===== config.mk =====
export PLATFORM = sky130hd
export DESIGN_NAME = mem_arbiter
export DESIGN_NICKNAME = d
export VERILOG_FILES = /design/src/rtl/sys_defs.sv /design/src/rtl/arb_tag_table.sv /design/src/rtl/mem_arbiter.sv
export SDC_FILE = /design/constraint.sdc
export NUM_CORES = 1
export LEC_CHECK = 0
export ABC_CLOCK_PERIOD_IN_PS = 5700
export CORE_MARGIN = 2
export CORE_UTILIZATION = 25
export CTS_BUF_LIST = sky130_fd_sc_hd__clkbuf_16
export DETAILED_ROUTE_END_ITERATION = 6
export PLACE_DENSITY_LB_ADDON = 0.3
export SLEW_MARGIN = 20
export SYNTH_ARGS = -nofsm -noshare
export SYNTH_HDL_FRONTEND = slang
export SYNTH_SLANG_ARGS = --single-unit

===== constraint.sdc =====
create_clock -name clk -period 5.7 [get_ports clk]
set_clock_uncertainty 0.1 [all_clocks]
set_input_delay 1.14 -clock clk [delete_from_list [all_inputs] [get_ports clk]]
set_output_delay 1.14 -clock clk [all_outputs]
set_load 0.03 [all_outputs]

===== src/rtl/sys_defs.sv =====
// Shared bus protocol definitions for the unified tagged memory interface.
package sys_defs;

  localparam logic [1:0] BUS_NONE  = 2'd0;
  localparam logic [1:0] BUS_LOAD  = 2'd1;
  localparam logic [1:0] BUS_STORE = 2'd2;

  localparam int TAG_W    = 4;
  localparam int STARVE_W = 4;

  typedef enum logic {
    OWN_IF = 1'b0,
    OWN_DM = 1'b1
  } owner_e;

  typedef struct packed {
    logic   valid;
    owner_e owner;
  } tag_entry_t;

endpackage


===== src/rtl/arb_tag_table.sv =====
// Owner table: one {valid, owner} entry per memory tag, written on issue and
// cleared on return; an issue to the same tag in the same cycle wins.
module arb_tag_table #(
  parameter int TAG_W = sys_defs::TAG_W
) (
  input  logic                 clk,
  input  logic                 rst,
  input  logic                 i_wr_en,
  input  logic [TAG_W-1:0]     i_wr_tag,
  input  sys_defs::owner_e     i_wr_owner,
  input  logic                 i_clr_en,
  input  logic [TAG_W-1:0]     i_rd_tag,
  output sys_defs::tag_entry_t o_rd_entry
);
  import sys_defs::*;

  localparam int DEPTH = 1 << TAG_W;

  tag_entry_t r_table [DEPTH];

  // NOTE: the table is flops, not RAM; every valid bit must reset so that
  // stale pre-reset tags are recognised as unknown.
  always_ff @(posedge clk or posedge rst) begin
    if (rst) begin
      for (int i = 0; i < DEPTH; i++) r_table[i] <= '0;
    end else begin
      if (i_clr_en) r_table[i_rd_tag].valid <= 1'b0;
      // NOTE: the later non-blocking write wins, giving issue precedence
      // over a same-tag clear.
      if (i_wr_en)  r_table[i_wr_tag] <= '{valid: 1'b1, owner: i_wr_owner};
    end
  end

  assign o_rd_entry = r_table[i_rd_tag];

endmodule


===== src/rtl/mem_arbiter.sv =====
// Arbitrates the fetch and data ports onto one tagged memory, with data
// priority, a fetch anti-starvation counter and tag-routed load returns.
module mem_arbiter #(
  parameter int STARVE_LIMIT = 4,
  parameter int TAG_W        = sys_defs::TAG_W
) (
  input  logic             clk,
  input  logic             rst,
  input  logic [1:0]       if_cmd,
  input  logic [31:0]      if_addr,
  output logic             if_grant,
  output logic             if_rvalid,
  output logic [31:0]      if_rdata,
  input  logic [1:0]       dm_cmd,
  input  logic [31:0]      dm_addr,
  input  logic [31:0]      dm_wdata,
  output logic             dm_grant,
  output logic             dm_rvalid,
  output logic [31:0]      dm_rdata,
  output logic [1:0]       proc2mem_command,
  output logic [31:0]      proc2mem_addr,
  output logic [31:0]      proc2mem_data,
  input  logic [TAG_W-1:0] mem2proc_response,
  input  logic [31:0]      mem2proc_data,
  input  logic [TAG_W-1:0] mem2proc_tag,
  output logic             tag_err
);
  import sys_defs::*;

  localparam logic [STARVE_W-1:0] LIMIT = STARVE_W'(STARVE_LIMIT);

  logic [STARVE_W-1:0] r_starve_cnt;
  logic                r_tag_err;

  logic       w_if_req, w_dm_req, w_force_if;
  logic       w_sel_if, w_sel_dm, w_accept;
  logic       w_issue_load, w_ret;
  owner_e     w_issue_owner;
  tag_entry_t w_ret_entry;

  // Outputs are combinational, so requests are masked while reset is held.
  assign w_if_req   = !rst && (if_cmd != BUS_NONE);
  assign w_dm_req   = !rst && (dm_cmd != BUS_NONE);
  assign w_force_if = w_if_req && (r_starve_cnt == LIMIT);
  assign w_sel_dm   = w_dm_req && !w_force_if;
  assign w_sel_if   = w_if_req && !w_sel_dm;
  assign w_accept   = (mem2proc_response != '0);

  assign if_grant = w_sel_if && w_accept;
  assign dm_grant = w_sel_dm && w_accept;

  // NOTE: every always_comb output gets a default first so no latch is inferred.
  always_comb begin
    proc2mem_command = BUS_NONE;
    proc2mem_addr    = '0;
    proc2mem_data    = '0;
    if (w_sel_dm) begin
      proc2mem_command = dm_cmd;
      proc2mem_addr    = dm_addr;
      proc2mem_data    = dm_wdata;
    end else if (w_sel_if) begin
      proc2mem_command = if_cmd;
      proc2mem_addr    = if_addr;
    end
  end

  assign w_issue_load  = (if_grant || dm_grant) && (proc2mem_command == BUS_LOAD);
  assign w_issue_owner = w_sel_dm ? OWN_DM : OWN_IF;
  assign w_ret         = !rst && (mem2proc_tag != '0);

  arb_tag_table #(.TAG_W(TAG_W)) u_tag_table (
    .clk        (clk),
    .rst        (rst),
    .i_wr_en    (w_issue_load),
    .i_wr_tag   (mem2proc_response),
    .i_wr_owner (w_issue_owner),
    .i_clr_en   (w_ret),
    .i_rd_tag   (mem2proc_tag),
    .o_rd_entry (w_ret_entry)
  );

  assign if_rvalid = w_ret && w_ret_entry.valid && (w_ret_entry.owner == OWN_IF);
  assign dm_rvalid = w_ret && w_ret_entry.valid && (w_ret_entry.owner == OWN_DM);
  assign if_rdata  = if_rvalid ? mem2proc_data : '0;
  assign dm_rdata  = dm_rvalid ? mem2proc_data : '0;
  assign tag_err   = r_tag_err;

  // Forced priority holds while memory keeps rejecting, since only a grant
  // or an idle fetch port clears the count.
  always_ff @(posedge clk or posedge rst) begin
    if (rst) begin
      r_starve_cnt <= '0;
      r_tag_err    <= 1'b0;
    end else begin
      if (w_if_req && !if_grant) begin
        if (r_starve_cnt != LIMIT) r_starve_cnt <= r_starve_cnt + 1'b1;
      end else begin
        r_starve_cnt <= '0;
      end
      if (w_ret && !w_ret_entry.valid) r_tag_err <= 1'b1;
    end
  end

endmodule


---- After elaboration in Yosys (flattened, before gate mapping) ----
Index checks and enable logic that the tools add are counted.
cells by class
  reductions and logical operators ........ 26
  mux-type cells .......................... 21
  $lt $le $gt $ge ......................... 4
  $add $sub $neg .......................... 1
  eq/ne operators ......................... 4
  bitwise gates (word level) .............. 3
operators with widths
  kind                                                                          number
  32-bit two-way mux                                                            7
  32-bit bitwise mux                                                            2
  2-bit demux with 4-bit select                                                 2
  1-bit logical AND                                                             16
  2-bit two-way mux                                                             6
  5-bit >= comparator, second input constant                                    2
  5-bit by 1-bit less-than comparator with 1-bit output, second input constant  2
  4-bit NOT with 5-bit output                                                   2
  2-bit binary-select mux with 4-bit select                                     1
  4-bit two-way mux                                                             2
  4-bit nonzero test                                                            2
  1-bit zero test                                                               5
  4-bit by 1-bit adder with 4-bit output, second input constant                 1
  4-bit by 3-bit equality test with 1-bit output, second input constant         1
  4-bit by 3-bit != test with 1-bit output, second input constant               1
  2-bit nonzero test                                                            2
  2-bit by 1-bit equality test with 1-bit output, second input constant         1
  2-bit by 1-bit != test with 1-bit output, second input constant               1
  1-bit logical OR                                                              1
  1-bit two-way mux                                                             1
  1-bit NOT                                                                     1
word-level totals
  input port bits ......................... 142
  word-level logic and storage cells ...... 93
  register bits ........................... 37
  output and inout bits ................... 135

---- Longest topological paths before layout ----
Gate-level depths: netlist of run 1.
  depth in word-level cells ............... 12
  depth in mapped cells ................... 9
  mapped depth without buffers ............ 6

---- By module ----
A second synthesis of run 1 with hierarchy kept.
second synthesis, totals
  cell total of the unflattened synthesis .. 334
  area, all modules ....................... 3025.4 um2
by module, submodules not included
  module         cells each  times used  seq. area each (um2)  area each (um2)
  arb_tag_table  141         1           800.8                 1604.0
  mem_arbiter    193         1           125.1                 1421.4

---- Least setup slack after synthesis of run 1 ----
Ideal clock, no wire load.
  kind .................................... in2out
  start ................................... in mem2proc_tag[0]
  end ..................................... out if_rvalid
  slack ................................... 1376 ps
  path buffers ............................ 2
  stages on the path ...................... 6
  required time ........................... 4460 ps
  arrival ................................. 3084 ps
  cell sequence ........................... buf_4 -> mux4_2 -> nand3_1 -> nand4_1 -> clkbuf_1 -> nor3b_1
between the ends
  cells in the longest elaborated chain, start to end .. 6
  elaborated cells on any way between the ends .. 9
  classes of those cells .................. mux: 3; bitwise: 2; reduce/logical: 4
RTL lines
  item                                                   line                 source
  from (decl)                                            mem_arbiter.sv:25    input logic [TAG_W-1:0] mem2proc_tag,
  4-bit NOT with 5-bit output (implied by the code)      arb_tag_table.sv:34  assign o_rd_entry = r_table[i_rd_tag];
  2-bit binary-select mux with 4-bit select              arb_tag_table.sv:34
  2-bit two-way mux (implied by the code) (2 in series)  arb_tag_table.sv:34
  1-bit logical AND / 1-bit NOT (equally long branches)  mem_arbiter.sv:82    assign if_rvalid = w_ret && w_ret_entry.valid && (w_ret_entry.owner == OWN_IF);
  1-bit logical AND *                                    mem_arbiter.sv:82
  to (decl)                                              mem_arbiter.sv:12    output logic if_rvalid,
Mark *: on every way between the ends. The rest lies on a longest branch, timed or not. The select of a mux whose other input is x is not followed.

---- Final worst setup path of run 1 ----
  start ................................... in mem2proc_tag[0]
  end ..................................... out dm_rdata[15]
between the ends
  cells in the longest elaborated chain, start to end .. 7
  elaborated cells on any way between the ends .. 9
  classes of those cells .................. mux: 4; bitwise: 1; reduce/logical: 4
RTL lines
  item                                                   line                 source
  4-bit NOT with 5-bit output (implied by the code)      arb_tag_table.sv:34
  2-bit binary-select mux with 4-bit select              arb_tag_table.sv:34
  2-bit two-way mux (implied by the code) (2 in series)  arb_tag_table.sv:34
  1-bit logical AND                                      mem_arbiter.sv:83    assign dm_rvalid = w_ret && w_ret_entry.valid && (w_ret_entry.owner == OWN_DM);
  1-bit logical AND *                                    mem_arbiter.sv:83
  32-bit two-way mux *                                   mem_arbiter.sv:85    assign dm_rdata = dm_rvalid ? mem2proc_data : '0;
  to (decl)                                              mem_arbiter.sv:19    output logic [31:0] dm_rdata,
Marks and branches as above.

==> flow_metrics.tcl, run 1 <==
set metrics [dict create \
    setup.worst_path.end "dm_rdata[15]" \
    std_cell_rows 41 \
    slew_headroom 0.484 \
    reg2reg_setup_slack_ns 3.11 \
    port_buffer_cells 276 \
    detailroute.via_count 3951 \
    timing.fmax_mhz 201 \
    postSynthRegisterBits 37 \
    critical_path_buf_inv_count 4 \
    vdd.ir_drop.worst_v 0.000123 \
    hold_path.startpoint "u_tag_table.r_table[31]$_DFF_PP0_" \
    hold_path_class "reg -> reg" \
    postLayoutSetupSlackWorst_ns 0.725 \
    drc 0 \
    standby_leakage_power_nw 2.41 \
    max_slew.worst_pin.slew_ns 0.772 \
    share_clk_of_total_power 0.268 \
    synth.net_count 528 \
    drt-total-wl_um 12800 \
    post-route-min-period_ns 4.97 \
    finalMaxSlewViolations 0 \
    result_of_the_run "completed" \
    core_area_um2 12600 \
    critical_path_depth 8 \
    timing.critical_path.cells "clkdlybuf4s50_1 -> buf_4 -> mux4_2 -> nand3_1 -> and4_1 -> buf_4 -> nor3_1 -> clkdlybuf4s50_1" \
    numCtsBuffers 5 \
    initial_antenna_violation_count 0 \
    timing.final.hold_violations 0 \
    syn_inst 384 \
    grt_start_max_net_pins 68 \
    grt_first_pass_wirelength_um 19900 \
    netlist_area_um2 3230 \
    place_congestion 0.876 \
    globalRouteOverflowTotal 0 \
    utilization 0.494 \
    timing.critical_path.max_delay_family "buffers and inverters" \
    cts.htree.levels 2 \
    startpoint "mem2proc_tag[0]" \
    cts_hold_repair_buffers 0 \
    worst_r2r_start "r_starve_cnt[0]$_DFFE_PP0P_" \
    timing.setup.tns_ns 0 \
    setup_cp_type "in -> out" \
    timing.final.setup_violations 0 \
    drtIter0Drc 109 \
    cp.required_ns 4.46 \
    grt.total_usage 0.179 \
    start_util 0.256 \
    timing.critical_path.arrival_ns 3.73 \
    seq_power_share 0.278 \
    cts_tree "built" \
    antenna_left 0 \
    maxCapViolations 0 \
    post_cts_buffers 0 \
    post_layout_nonfiller_instances 810 \
    final.hold.worst_slack_ns 0.272 \
    critical-path-max-stage-delay_ns 0.61 \
    synth_enable_flop_cells 0 \
    diodes_inserted 0 \
    grt_pass1_vias 3852 \
    timing.rr.end "u_tag_table.r_table[4]$_DFFE_PP0P_" \
    worst_r2r_path_depth 6 \
    timing.final.crit_share 0.873 \
    net-switching-power_w 0.000409 \
    placed_cells 802 \
    cts_buffer_depth 2 \
    ctsRootBufferMaster "sky130_fd_sc_hd__clkbuf_16" \
    crit_path_start_kind "input pin" \
    p_comb_frac 0.454 \
    postSynth.asyncResetShare 1.00 \
    area_delta_synth_final_pct 93.1 \
    nNetsFinal 781 \
    area_of_the_die_um2 13800 \
    setup.worst_path.end_class "output pin" \
    power_report.internal_total_w 0.000753 \
    detail_route.vias_per_cell 4.88 \
    worst_setup_hold_path_clk_slew_ns 0.05 \
    chipHeight_um 118 \
    postCtsResizedCells 0 \
    insertion_delay_ns 0.28 \
    cpMaxStageDelayCell "sky130_fd_sc_hd__clkdlybuf4s50_1" \
    power.share.switching 0.352 \
    yosys_warnings 0 \
    floorplan.io_pins 277 \
    post_drt_wl_per_cell_um 15.8 \
    die_w_um 118 \
    timing.critical_path.fanout_max 33 \
    yosysSeqAreaShare 0.287 \
    cts.sink_count 37 \
    placement.setup.worst_slack_ns 0.718 \
    most_used_cells_in_the_layout_excluding_fill_and_tap_cells "241 x sky130_fd_sc_hd__clkdlybuf4s50_1, 67 x sky130_fd_sc_hd__nor3_1, 48 x sky130_fd_sc_hd__nand2_1" \
    synth_cell_type_count 39 \
    fill_cells 1235 \
    layout-drive-gt1-share 0.139 \
    dominantRegCellSynth "sky130_fd_sc_hd__dfrtp_1" \
    cellPowerDensity_nw_per_um2 186 \
    dpl.hpwl_um 10700 \
    rsz0062_at_grt "no" \
    postSynthAreaPerCell_um2 8.40 \
    layout.cells.most_common "sky130_fd_sc_hd__clkdlybuf4s50_1" \
    initial_drt_pass_iterations 4 \
]
per-stage QoR:
step	total power (W)	instance area (um2)
2_1_floorplan	0.000617	3230
5_1_grt	0.00122	6230
6_report	0.00116	6230
3_3_place_gp	0.000847	6060
3_5_place_dp	0.000856	6060
4_1_cts	0.00117	6230
flip-flops by register name, indices dropped and copies added, names as in the netlist:
name,flops
r_starve_cnt,4
u_tag_table.r_table,32
tag_err,1
worst min-delay path by stage:
stage,to,slack (ns),cells after the start
3_5_place_dp,u_tag_table.r_table[31]$_DFF_PP0_,0.26,0
2_1_floorplan,u_tag_table.r_table[30]$_DFFE_PP0P_,0.32,1
3_3_place_gp,u_tag_table.r_table[31]$_DFF_PP0_,0.26,0
6_report,u_tag_table.r_table[31]$_DFF_PP0_,0.27,0
5_1_grt,u_tag_table.r_table[30]$_DFFE_PP0P_,0.29,0
4_1_cts,u_tag_table.r_table[31]$_DFF_PP0_,0.28,0
power by group through the flow:
stage               combinational, W  clock (W)  sequential, W
global placement            0.000522          0       0.000325
CTS                         0.000530   0.000317       0.000323
floorplan                   0.000300          0       0.000316
finish                      0.000527   0.000312       0.000323
global route                0.000562   0.000329       0.000327
detailed placement          0.000529          0       0.000327
worst reg2reg max path, cell delays in order (launching register included):
cell,delay (ns)
sky130_fd_sc_hd__dfrtp_1,0.37
sky130_fd_sc_hd__inv_1,0.08
sky130_fd_sc_hd__ha_1,0.26
sky130_fd_sc_hd__nand4b_1,0.15
sky130_fd_sc_hd__nand2_1,0.47
sky130_fd_sc_hd__a2111oi_2,0.66
sky130_fd_sc_hd__mux2_2,0.39
Yosys cell counts, types with 5 or more instances:
cell type	n	area, um2
sky130_fd_sc_hd__nor3_1	69	345
sky130_fd_sc_hd__nand2_1	48	180
sky130_fd_sc_hd__dfrtp_1	37	926
sky130_fd_sc_hd__a22o_1	32	280
sky130_fd_sc_hd__and2_1	32	200
sky130_fd_sc_hd__clkbuf_1	26	97.6
sky130_fd_sc_hd__nand2b_1	14	87.6
sky130_fd_sc_hd__o21ai_0	12	60.1
sky130_fd_sc_hd__a2111oi_2	11	165
sky130_fd_sc_hd__nor2_1	11	41.3
sky130_fd_sc_hd__buf_2	9	45.0
sky130_fd_sc_hd__mux2_2	8	90.1
sky130_fd_sc_hd__mux4_2	8	180
sky130_fd_sc_hd__mux2_1	7	78.8
sky130_fd_sc_hd__a21oi_1	6	30.0
sky130_fd_sc_hd__nand3_1	6	30.0
sky130_fd_sc_hd__a21o_1	5	37.5
cell families after synthesis:
group / count (synthesis) / synth area share
compound gates: 77 / 0.212
xor+xnor: 2 / 0.00543
fa+ha+maj: 2 / 0.00775
buf+inv: 45 / 0.0628
flops: 37 / 0.287
mux: 23 / 0.108
simple gates: 198 / 0.316
layout make-up:
type                            count  area [um2]  area share
Timing Repair Buffer              287        2800       0.449
Multi-Input combinational cell    302        2110       0.339
Sequential cell                    37         926       0.149
Tap cell                          172         215      0.0345
Clock buffer                        5         125      0.0201
Clock inverter                      3        41.3     0.00663
Inverter                            4        15.0     0.00241
layer usage:
| layer | track usage | part of all wire |
|---|---|---|
| met5 | 0 | 0 |
| met3 | 0.0669 | 0.10 |
| met1 | 0.178 | 0.35 |
| met4 | 0.0467 | 0.018 |
| met2 | 0.347 | 0.53 |
No activity file was read; power rests on OpenSTA's default activity.
==> run 2: changes to the inputs <==
CTS_BUF_LIST = unset   (was sky130_fd_sc_hd__clkbuf_16)
GPL_TIMING_DRIVEN = 0   (was unset)
==> run 2 against run 1 <==
- non-clock buffer count up 27
- sequential cell count unchanged
- register-to-register slack better by 0.02 ns
- critical endpoint is now if_rdata[19]
- via count up 4.4%
- critical path depth down 1
- wire length increased by 11%
==> flow_metrics.tcl, run 2 (synthesized netlist as in run 1, its figures left out) <==
set metrics [dict create \
    post_cts_buffers 0 \
    floorplan.io_pins 277 \
    fill_cells 1212 \
    nNetsFinal 808 \
    place_congestion 0.937 \
    critical-path-max-stage-delay_ns 0.75 \
    timing.final.crit_share 0.941 \
    rsz0062_at_grt "no" \
    chipHeight_um 118 \
    cpMaxStageDelayCell "sky130_fd_sc_hd__clkdlybuf4s50_1" \
    net-switching-power_w 0.000418 \
    diodes_inserted 0 \
    cts.htree.levels 2 \
    power.share.switching 0.350 \
    largest_reg_flops 32 \
    hold_path_class "reg -> reg" \
    grt_first_pass_wirelength_um 22100 \
    post-route-min-period_ns 5.36 \
    area_delta_synth_final_pct 97.2 \
    std_cell_rows 41 \
    dpl.hpwl_um 12100 \
    seq_power_share 0.268 \
    numCtsBuffers 5 \
    grt.total_usage 0.197 \
    most_flop_heavy_register "u_tag_table.r_table" \
    worst_r2r_start "r_starve_cnt[0]$_DFFE_PP0P_" \
    drt-total-wl_um 14200 \
    worst_r2r_path_depth 7 \
    setup.worst_path.end "if_rdata[19]" \
    timing.final.hold_violations 0 \
    ctsRootBufferMaster "sky130_fd_sc_hd__clkbuf_16" \
    critical_path_buf_inv_count 3 \
    cts_tree "built" \
    max_slew.worst_pin.slew_ns 0.675 \
    fin_area_um2 6360 \
    startpoint "mem2proc_tag[3]" \
    start_util 0.256 \
    grt_start_max_net_pins 32 \
    maxCapViolations 0 \
    worst_setup_hold_path_clk_slew_ns 0.06 \
    setup.worst_path.end_class "output pin" \
    postCtsResizedCells 0 \
    drc 0 \
    critical_path_depth 7 \
    insertion_delay_ns 0.28 \
    globalRouteOverflowTotal 0 \
    layout-drive-gt1-share 0.0827 \
    core_area_um2 12600 \
    most_used_cells_in_the_layout_excluding_fill_and_tap_cells "272 x sky130_fd_sc_hd__clkdlybuf4s50_1, 68 x sky130_fd_sc_hd__nor3_1, 48 x sky130_fd_sc_hd__nand2_1" \
    cellPowerDensity_nw_per_um2 187 \
    timing.final.setup_violations 0 \
    cts_hold_repair_buffers 0 \
    detailroute.via_count 4126 \
    antenna_left 0 \
    reg2reg_setup_slack_ns 3.13 \
    layout.cells.most_common "sky130_fd_sc_hd__clkdlybuf4s50_1" \
    final.hold.worst_slack_ns 0.354 \
    cts.sink_count 37 \
    timing.critical_path.fanout_max 10 \
    timing.setup.tns_ns 0 \
    power_report.internal_total_w 0.000774 \
    placedInstanceArea_um2 6180 \
    port_buffer_cells 272 \
    timing.rr.end "u_tag_table.r_table[26]$_DFFE_PP0P_" \
    setup_cp_type "in -> out" \
    p_comb_frac 0.465 \
    vdd.ir_drop.worst_v 0.000111 \
    timing.critical_path.cells "clkdlybuf4s50_1 -> nor2_1 -> a21oi_1 -> clkbuf_1 -> nand2_1 -> nor3_1 -> clkdlybuf4s50_1" \
    timing.critical_path.max_delay_family "buffers and inverters" \
    finalMaxSlewViolations 0 \
    initial_drt_pass_iterations 6 \
    area_of_the_die_um2 13800 \
    worst_path_most_repeated_cell "sky130_fd_sc_hd__clkdlybuf4s50_1" \
    share_clk_of_total_power 0.267 \
    grt_pass1_vias 4303 \
    drtIter0Drc 220 \
    detail_route.vias_per_cell 4.93 \
    result_of_the_run "completed" \
    initial_antenna_violation_count 0 \
    slew_headroom 0.550 \
    die_w_um 118 \
    timing.critical_path.arrival_ns 4.12 \
    standby_leakage_power_nw 2.36 \
    post_drt_wl_per_cell_um 17.0 \
    crit_path_start_kind "input pin" \
    timing.fmax_mhz 186 \
    cp.required_ns 4.46 \
    cts_buffer_depth 2 \
    design_power_total_w 0.00119 \
]
## run 2: worst min-delay path by stage
stage | from | depth (start not counted) | endpoint | slack (ns)
6_report | u_tag_table.r_table[31]$_DFF_PP0_ | 1 | u_tag_table.r_table[31]$_DFF_PP0_ | 0.35
5_1_grt | tag_err$_DFFE_PP0P_ | 1 | tag_err$_DFFE_PP0P_ | 0.38
4_1_cts | u_tag_table.r_table[31]$_DFF_PP0_ | 1 | u_tag_table.r_table[31]$_DFF_PP0_ | 0.36
3_5_place_dp | u_tag_table.r_table[31]$_DFF_PP0_ | 1 | u_tag_table.r_table[31]$_DFF_PP0_ | 0.35
3_3_place_gp | u_tag_table.r_table[31]$_DFF_PP0_ | 1 | u_tag_table.r_table[31]$_DFF_PP0_ | 0.34
2_1_floorplan | u_tag_table.r_table[30]$_DFFE_PP0P_ | 1 | u_tag_table.r_table[30]$_DFFE_PP0P_ | 0.32
## run 2: area by class of cell
cell class / instances / area (um2) / share of cell area
repair buffers: 273 / 2740 / 0.431
well taps: 172 / 215 / 0.0338
flip-flops and latches: 37 / 926 / 0.146
inverters: 4 / 15.0 / 0.00236
clock inverters: 1 / 30.0 / 0.00472
multi-input cells: 302 / 2100 / 0.331
clock buffers: 7 / 143 / 0.0224
plain buffers: 41 / 188 / 0.0295
## run 2: metal layers
metal  wire, um  track usage  up-vias
met4        315       0.0595        0
met5          0            0        -
met3       1220       0.0572       20
met1       4990        0.191     1920
met2       7710        0.395      224
li1           -            -     1962
## run 2: power by group through the flow
| stage | Combinational (W) | Sequential, W | Clock (W) |
|---|---|---|---|
| 4_1_cts | 0.000556 | 0.000320 | 0.000324 |
| 5_1_grt | 0.000587 | 0.000325 | 0.000339 |
| 3_5_place_dp | 0.000555 | 0.000325 | 0 |
| 2_1_floorplan | 0.000300 | 0.000316 | 0 |
| 3_3_place_gp | 0.000545 | 0.000321 | 0 |
| 6_report | 0.000554 | 0.000320 | 0.000318 |
## run 2: metrics by stage
step | utilization | worst slack, ns | instances
after floorplan | - | 1.38 | 384
after global placement | 0.488 | 0.188 | 828
after detailed placement | 0.490 | 0.0319 | 829
after CTS | 0.504 | 0.000118 | 837
after global routing | 0.504 | 0.142 | 837
final | 0.504 | 0.337 | 837
==> variant, RTL diff (config.mk and constraints of run 2) <==
One comparison of `r_starve_cnt` changes from == to >=.
--- a/src/rtl/mem_arbiter.sv
+++ b/src/rtl/mem_arbiter.sv
@@ -43,3 +43,3 @@
   assign w_dm_req   = !rst && (dm_cmd != BUS_NONE);
-  assign w_force_if = w_if_req && (r_starve_cnt == LIMIT);
+  assign w_force_if = w_if_req && (r_starve_cnt >= LIMIT);
   assign w_sel_dm   = w_dm_req && !w_force_if;
Function: same outputs for any inputs over 4 cycles, from zero or initial values and one cycle with rst high; that may be too few to reach the edited logic, so the function may still have changed.
==> variant against run 2 <==
  * Sequential share of layout area rose by 0.17 points
  * Core utilization is 1.5 points higher
  * Worst setup slack worse by 0.21 ns
  * Fmax shrank 3.8%
  * Total power down 8.5%
  * Die area is 3.2% lower
  * Cell area fell by 1.1%
  * Routed wire length is 2.7% lower
  * Combinational power shrank 8.3%
  * Synthesized area fell by 3.3%
  * Sequential cell count stayed put
  * Register-to-register slack better by 0.16 ns
==> variant: results (changes against run 2) <==
| Metric | Value |
|---|---|
| Synth top cells by count | `96 x and3_1, 37 x dfrtp_1, 33 x a22o_1, 27 x clkbuf_1, 25 x o21ai_0` |
| Seq Cell Count | `37 (unchanged)` |
| Multi-input gates | `282 (-6.6%)` |
| Detail Route met2 WL | `7340 um (-4.8%)` |
| Met3 wire len | `1150 um (-5.7%)` |
| Multi-input gate area | `0.00198 sq mm (-5.8%)` |
| Area grow syn2layout | `102%` |
| Drt total wl | `13900 um (-2.7%)` |
| Status | `completed` |
| Net count after synthesis | `506 (-4.2%)` |
| Final min period | `5.57 ns (+0.212 ns)` |
| Largest cells by area after synthesis | `dfrtp_1 30%, and3_1 19%, a22o_1 9.3%, mux2_2 7.6%, mux4_2 4.3%` |
| Worst Hold End | `u_tag_table.r_table[30]` |
| DIE AREA | `0.0134 sq mm (-3.2%)` |
| Met2 GRT Util | `0.370 (-0.0250)` |
| Fillers | `1113 (-8.2%)` |
| Layout cell share with drive strength beyond 1 | `0.0871 (+0.00438)` |
| Register area share after synthesis | `0.297 (+0.00978)` |
| Clock buf/inv share | `0.0227 (-0.00446)` |
| Hold Startpoint | `u_tag_table.r_table[30]` |
| Final RePlAce weighted congestion | `0.827 (-12%)` |
| Worst Path Arrival | `4.33 ns (+0.21 ns)` |
| Reg2reg start | `r_starve_cnt[2]` |
| Setup crit end | `if_rdata[12]` |
| First-pass GRT wire length | `20000 um (-9.5%)` |
| DP HPWL | `11700 um (-3.3%)` |
| Post-synthesis mux area share | `0.135 (+0.0269)` |
| Drt first-iter violations | `226 (+2.7%)` |
| Reg2Reg Setup Slack | `3.29 ns (+0.16 ns)` |
| Met3 Use GR | `0.0382 (-0.0190)` |
==> variant: changes by cell type after synthesis, sizes merged, moves of 4 or more <==
cell / change
o21ai: +18
and2: -29
a21o: -5
nor3: -52
and3: +95
a211oi: -4
buf: -6
a2111oi: -12
clkbuf: +4
mux2: +8
nand2b: -6
a21oi: -4
nand2: -25
==> variant: report_power, final <==
part           internal (uW)  leakage, uW  switching [uW]
sequential               296     0.000490            17.0
combinational            255      0.00254             253
clock                    172    0.0000700            98.8
==> variant: cells by family (layout without fill, tap and decap cells) <==
kind of cell | count (synthesis) | count (layout)
flip-flops | 37 | 37
multiplexers | 31 | 31
XOR/XNOR | 1 | 1
AO/OA/AOI/OAI | 72 | 72
adder cells (fa/ha/maj) | 2 | 2
AND/OR/NAND/NOR | 176 | 176
buffers and inverters | 43 | 324
==> variant: what timing repair did <==
action,4_1_cts,5_1_grt
setup buffers,0,0
hold buffers,0,0
resized for setup,2,19
setup endpoints to repair,32,62
